$ cat src/rtl/svc_rv_ext_mul.sv
// Iterative RISC-V M-extension multiplier (MUL/MULH/MULHSU/MULHU).
// Unsigned shift-add on operand magnitudes, retiring BITS_PER_CYCLE multiplier bits
// per cycle with a fixed latency of 32/BITS_PER_CYCLE cycles. The sign is applied
// at the output.
module svc_rv_ext_mul #(
  parameter int unsigned BITS_PER_CYCLE = 1
) (
  input  logic        clk,
  input  logic        rst,
  input  logic        en,
  input  logic [31:0] rs1,
  input  logic [31:0] rs2,
  input  logic [2:0]  op,
  output logic        busy,
  output logic [31:0] result
);

  localparam int unsigned Lat  = 32 / BITS_PER_CYCLE;
  localparam int unsigned CntW = 6;
`ifdef RISCV_FORMAL_ALTOPS
  localparam int unsigned LastCnt = 1;
`else
  localparam int unsigned LastCnt = Lat - 1;
`endif

  logic [63:0]     mcand_q, mcand_d;
  logic [31:0]     mplier_q, mplier_d;
  logic            neg_q, neg_d;
  logic [1:0]      op_q, op_d;
  logic [63:0]     acc_q, acc_d;
  logic [CntW-1:0] cnt_q, cnt_d;
  logic            busy_q, busy_d;

  logic        rs1_sgn, rs2_sgn;
  logic [31:0] mag1, mag2;
  logic        neg_in;
  logic [63:0] acc_step;
  logic [63:0] prod64;

  // op[2] selects the divider group and never reaches this unit.
  logic unused_op;
  assign unused_op = op[2];

  // Operand sign handling: magnitudes and product sign of the incoming request.
  always_comb begin
    rs1_sgn = (op[1:0] == 2'b01) || (op[1:0] == 2'b10);
    rs2_sgn = (op[1:0] == 2'b01);
    // -0x80000000 wraps to 0x80000000, which is the correct unsigned magnitude.
    mag1    = (rs1_sgn && rs1[31]) ? (~rs1 + 32'd1) : rs1;
    mag2    = (rs2_sgn && rs2[31]) ? (~rs2 + 32'd1) : rs2;
    neg_in  = (rs1_sgn & rs1[31]) ^ (rs2_sgn & rs2[31]);
  end

  // One iteration: add the partial products selected by the low multiplier bits.
  always_comb begin
    acc_step = acc_q;
    for (int i = 0; i < int'(BITS_PER_CYCLE); i++) begin
      if (mplier_q[i]) begin
        acc_step = acc_step + (mcand_q << i);
      end
    end
  end

  // Next-state: start (also aborts an in-flight op) or iterate while busy.
  always_comb begin
    mcand_d  = mcand_q;
    mplier_d = mplier_q;
    neg_d    = neg_q;
    op_d     = op_q;
    acc_d    = acc_q;
    cnt_d    = cnt_q;
    busy_d   = busy_q;
    if (en) begin
      mcand_d  = {32'd0, mag1};
      mplier_d = mag2;
      neg_d    = neg_in;
      op_d     = op[1:0];
      cnt_d    = '0;
      busy_d   = 1'b1;
`ifdef RISCV_FORMAL_ALTOPS
      acc_d    = {32'd0, rs1 + rs2};
`else
      acc_d    = '0;
`endif
    end else if (busy_q) begin
      cnt_d = cnt_q + CntW'(1);
`ifndef RISCV_FORMAL_ALTOPS
      acc_d    = acc_step;
      mcand_d  = mcand_q << BITS_PER_CYCLE;
      mplier_d = mplier_q >> BITS_PER_CYCLE;
`endif
      if (cnt_q == CntW'(LastCnt)) begin
        busy_d = 1'b0;
      end
    end
  end

  // State registers, cleared asynchronously.
  always_ff @(posedge clk or posedge rst) begin
    if (rst) begin
      mcand_q  <= '0;
      mplier_q <= '0;
      neg_q    <= 1'b0;
      op_q     <= '0;
      acc_q    <= '0;
      cnt_q    <= '0;
      busy_q   <= 1'b0;
    end else begin
      mcand_q  <= mcand_d;
      mplier_q <= mplier_d;
      neg_q    <= neg_d;
      op_q     <= op_d;
      acc_q    <= acc_d;
      cnt_q    <= cnt_d;
      busy_q   <= busy_d;
    end
  end

  // Output word selection; mid-operation this shows the partial accumulator.
  always_comb begin
    prod64 = neg_q ? (~acc_q + 64'd1) : acc_q;
`ifdef RISCV_FORMAL_ALTOPS
    unique case (op_q)
      2'b00:   result = acc_q[31:0] ^ 32'h5876063e;
      2'b01:   result = acc_q[31:0] ^ 32'hf6583fb7;
      2'b10:   result = acc_q[31:0] ^ 32'hecfbe137;
      default: result = acc_q[31:0] ^ 32'h949ce5e8;
    endcase
`else
    result = (op_q == 2'b00) ? prod64[31:0] : prod64[63:32];
`endif
  end

  assign busy = busy_q;

endmodule

$ cat config.mk
export PLATFORM = sky130hd
export DESIGN_NAME = svc_rv_ext_mul
export DESIGN_NICKNAME = d
export VERILOG_FILES = /design/src/rtl/svc_rv_ext_mul.sv
export SDC_FILE = /design/constraint.sdc
export NUM_CORES = 1
export LEC_CHECK = 0
export ABC_CLOCK_PERIOD_IN_PS = 6050
export CELL_PAD_IN_SITES_DETAIL_PLACEMENT = 0
export CELL_PAD_IN_SITES_GLOBAL_PLACEMENT = 1
export CORE_MARGIN = 1
export CORE_UTILIZATION = 30
export DETAILED_ROUTE_END_ITERATION = 10
export PLACE_DENSITY = 0.67
export SLEW_MARGIN = 10
export SYNTH_ARGS = -nofsm -noshare
export SYNTH_HDL_FRONTEND = slang
export SYNTH_SLANG_ARGS = --single-unit
export TNS_END_PERCENT = 10
$ cat constraint.sdc
create_clock -name clk -period 6.05 [get_ports clk]
set_input_delay 0.9075 -clock clk [delete_from_list [all_inputs] [get_ports clk]]
set_output_delay 0.9075 -clock clk [all_outputs]
set_load 0.02 [all_outputs]
==> qor.csv <==
metric,value,unit
RePlAce Congestion,0.911,
reg2reg start,acc_q[23],
XOR/XNOR share of the synthesized area,11.2,%
ant diodes,0,
Synth cell types,76,
DRT iter0 DRCs,833,
final hold violations,0,
Post-synth EDFFs,0,
Post-synth ARST share,100,%
vias in the first global route,12179,
Placed Instances,2320,
Clock Latency Late Sink,0.46,ns
largest net degree at the start of global routing,103,
Max VDD drop,0.165,mV
"Net Count, Synth",1839,
slew at the pin with the worst max-slew slack,1.01,ns
TritonCTS clock tree,done,
Final WS setup,0.343,ns
pre-CTS WS,0.523,ns
Adder-Cell Fraction of Synth Area,6.31,%
Synth Flop Type,dfrtp_1,
r2r setup slk,1.55,ns
dpl hpwl,33.7,mm
Period minus WS final,5.71,ns
endpoints failing setup,0,
Core Box Area,0.0454,mm²
IO Count,103,
CTS Buf Count,17,
drt first pass iters,5,
Post-Syn Instances,1700,
CTS root buf,clkbuf_16,
number of port buffers,101,
total track usage,19.2,%
GR Overflow Total,0,
fmax,175,MHz
Die Area,0.0468,mm²
synth top area cells,"dfrtp_1 (31%), nand2_1 (7.1%), mux2i_1 (6.9%), ha_1 (6.2%), o21ai_0 (6.2%)",
post-route ant nets,0,
crit path DAT,4.80,ns
RSZ-0062 raised after global routing,no,
Hold Path Class,reg -> reg,
Layout Nets,1878,
Final Max Slew Viols,0,
FP Rows,78,
WHS,0.542,ns
crit start category,flip-flop,
critical path type,reg -> out,
Seq cells post-synth,170,
Max clock buf depth,2,
Routed wire per std cell,18.9,µm
largest family of logic cells by synthesized area,compound AO/OA/AOI/OAI gates,
Synth top area share,30.8,%
simple-gate share of the synthesized area,19.6,%
Die X,216,µm
synth warn,0,
Max Clock Skew,0.0138,ns
PD cells,261,mW/mm²
Synth Cell Area,0.0138,mm²
CP Launch Point,acc_q[3],
complex-gate fraction of the synthesized area,21.5,%
"Avg Cell Area, Syn",8.12,µm²
status,finished clean,
Final period util,94.3,%
setup_tns,0,ns
CP Max Fanout,6,
"Seq/Total Area, Yosys",30.8,%
max-cap viol count,0,
Area Growth Syn to Fin,15.5,%
antenna violations before repair,0,
Worst-path clk slew,0.07,ns
vias,12547,
crit path capture type,primary output,
Starting Density,30.4,%
relative slew slack,32.8,%
mux cell area share after synthesis,7.14,%
Non-Filler Instances,2352,
DRC violations left,0,
Post-CTS Setup Inserts,0,
first-pass GRT wire length,70.4,mm
Yosys top cell by area,dfrtp_1,
Critical Path RT,5.14,ns
Vias per Instance,5.33,
H-tree levels,4,
P_leak,7.43,nW
drt total wl,44.5,mm
hold_sp,cnt_q[5],
layout cells sized above 1,4.91,%
clock sinks,170,
die extent in y,216,µm
-- sequential cells by signal, summed over array words and instances, names as in the netlist --
signal,flops
busy,1
neg_q,1
cnt_q,6
op_q,2
acc_q,64
mplier_q,32
mcand_q,64
-- final cells by class --
| type | count | area [µm²] |
|---|---|---|
| fillers | 4769 | 29400 |
| repair buffers | 117 | 1130 |
| flip-flops and latches | 170 | 4260 |
| clock buffers | 18 | 439 |
| inverters | 23 | 91.3 |
| multi-input cells | 1410 | 9080 |
| clock inverters | 14 | 180 |
| well taps | 600 | 751 |
-- cell usage after synthesis (all sizes together), types with 19 or more instances --
| cell | instances |
|---|---|
| a21o | 35 |
| a21oi | 147 |
| buf | 19 |
| clkbuf | 78 |
| dfrtp | 170 |
| ha | 68 |
| inv | 23 |
| mux2i | 95 |
| nand2 | 261 |
| nand3 | 21 |
| nand4 | 32 |
| nor2 | 121 |
| nor3 | 27 |
| o21ai | 170 |
| o31ai | 31 |
| or3 | 19 |
| or4 | 23 |
| xnor2 | 92 |
| xor2 | 84 |
-- power breakdown --
group	leakage (nW)	internal [W]	switching [W]	total [W]
clock	0.291	0.000638	0.000535	0.00117
combinational	4.92	0.000641	0.000974	0.00162
sequential	2.22	0.00123	0.000131	0.00137
-- metal layers --
layer	part of all wire, %	track usage, %	wire length [µm]
met1	48	27.0	21500
met2	44	29.7	19600
met3	5.3	3.89	2370
met4	2.2	5.59	963
met5	0	0	0
-- kinds of logic (layout without fill, tap and decap cells) --
group                      count (synthesis)  after routing
AOI/OAI and AO/OA                        489            489
muxes                                     98             98
buffers and inverters                    120            172
xor gates and xnor gates                 176            176
adders and majority gates                 69             69
DFF                                      170            170
and+or+nand+nor                          578            578
-- final timing paths --
kind                                     to  cells past startpoint
worst min-delay path                   busy                      2
min in group asynchronous       mcand_q[51]                      2
worst min register to register         busy                      2
worst max-delay path             result[25]                     11
worst max register to register    acc_q[63]                     11
max in group asynchronous         acc_q[28]                      3
-- stage by stage --
stage / power [W] / cell area [µm²] / util [%]
after floorplan: 0.00240 / 13800 / -
after global routing: 0.00441 / 15900 / 35.1
after CTS: 0.00419 / 15900 / 35.1
after global placement: 0.00299 / 15300 / 33.7
after detailed placement: 0.00299 / 15300 / 33.7
final: 0.00415 / 15900 / 35.1
-- cells in the final DEF (no fill, tap or decap), types with 6 or more instances in the layout --
cell / synthesis / final
a211oi_1: 8 / 8
a21o_1: 35 / 35
a21oi_1: 147 / 147
a31oi_1: 11 / 11
and2_1: 10 / 10
and3_1: 6 / 6
buf_4: 0 / 16
clkbuf_16: 0 / 17
clkdlybuf4s50_1: 0 / 99
dfrtp_1: 170 / 168
ha_1: 68 / 68
inv_1: 23 / 22
mux2i_1: 95 / 94
nand2_1: 260 / 260
nand2b_1: 10 / 10
nand3_1: 21 / 21
nand4_1: 32 / 32
nor2_1: 120 / 120
nor2b_1: 11 / 11
nor3_1: 26 / 26
nor4_1: 18 / 18
o21a_1: 10 / 10
o21ai_0: 170 / 170
o21bai_1: 11 / 11
o31ai_1: 31 / 31
o41ai_1: 17 / 17
or3_1: 11 / 11
or3_2: 6 / 6
or4_1: 18 / 18
xnor2_1: 92 / 92
xor2_1: 84 / 84
-- worst max-delay path, stage by stage, from the launching register on --
cell,delay (ns)
dfrtp_1,0.44
or3_2,0.49
or4_1,0.55
or4_4,0.53
or4_4,0.55
or3_4,0.38
nor3_4,0.15
nand2_2,0.09
o21ai_0,0.24
xor2_1,0.09
o21ai_0,0.18
clkdlybuf4s50_1,0.63
-- what timing repair did --
action | 4_1_cts | 5_1_grt
resized for setup | 1 | 1
endpoints found under the setup margin | 1 | 1
hold buffers | 0 | 0
Power figures use the tool's default switching activity.
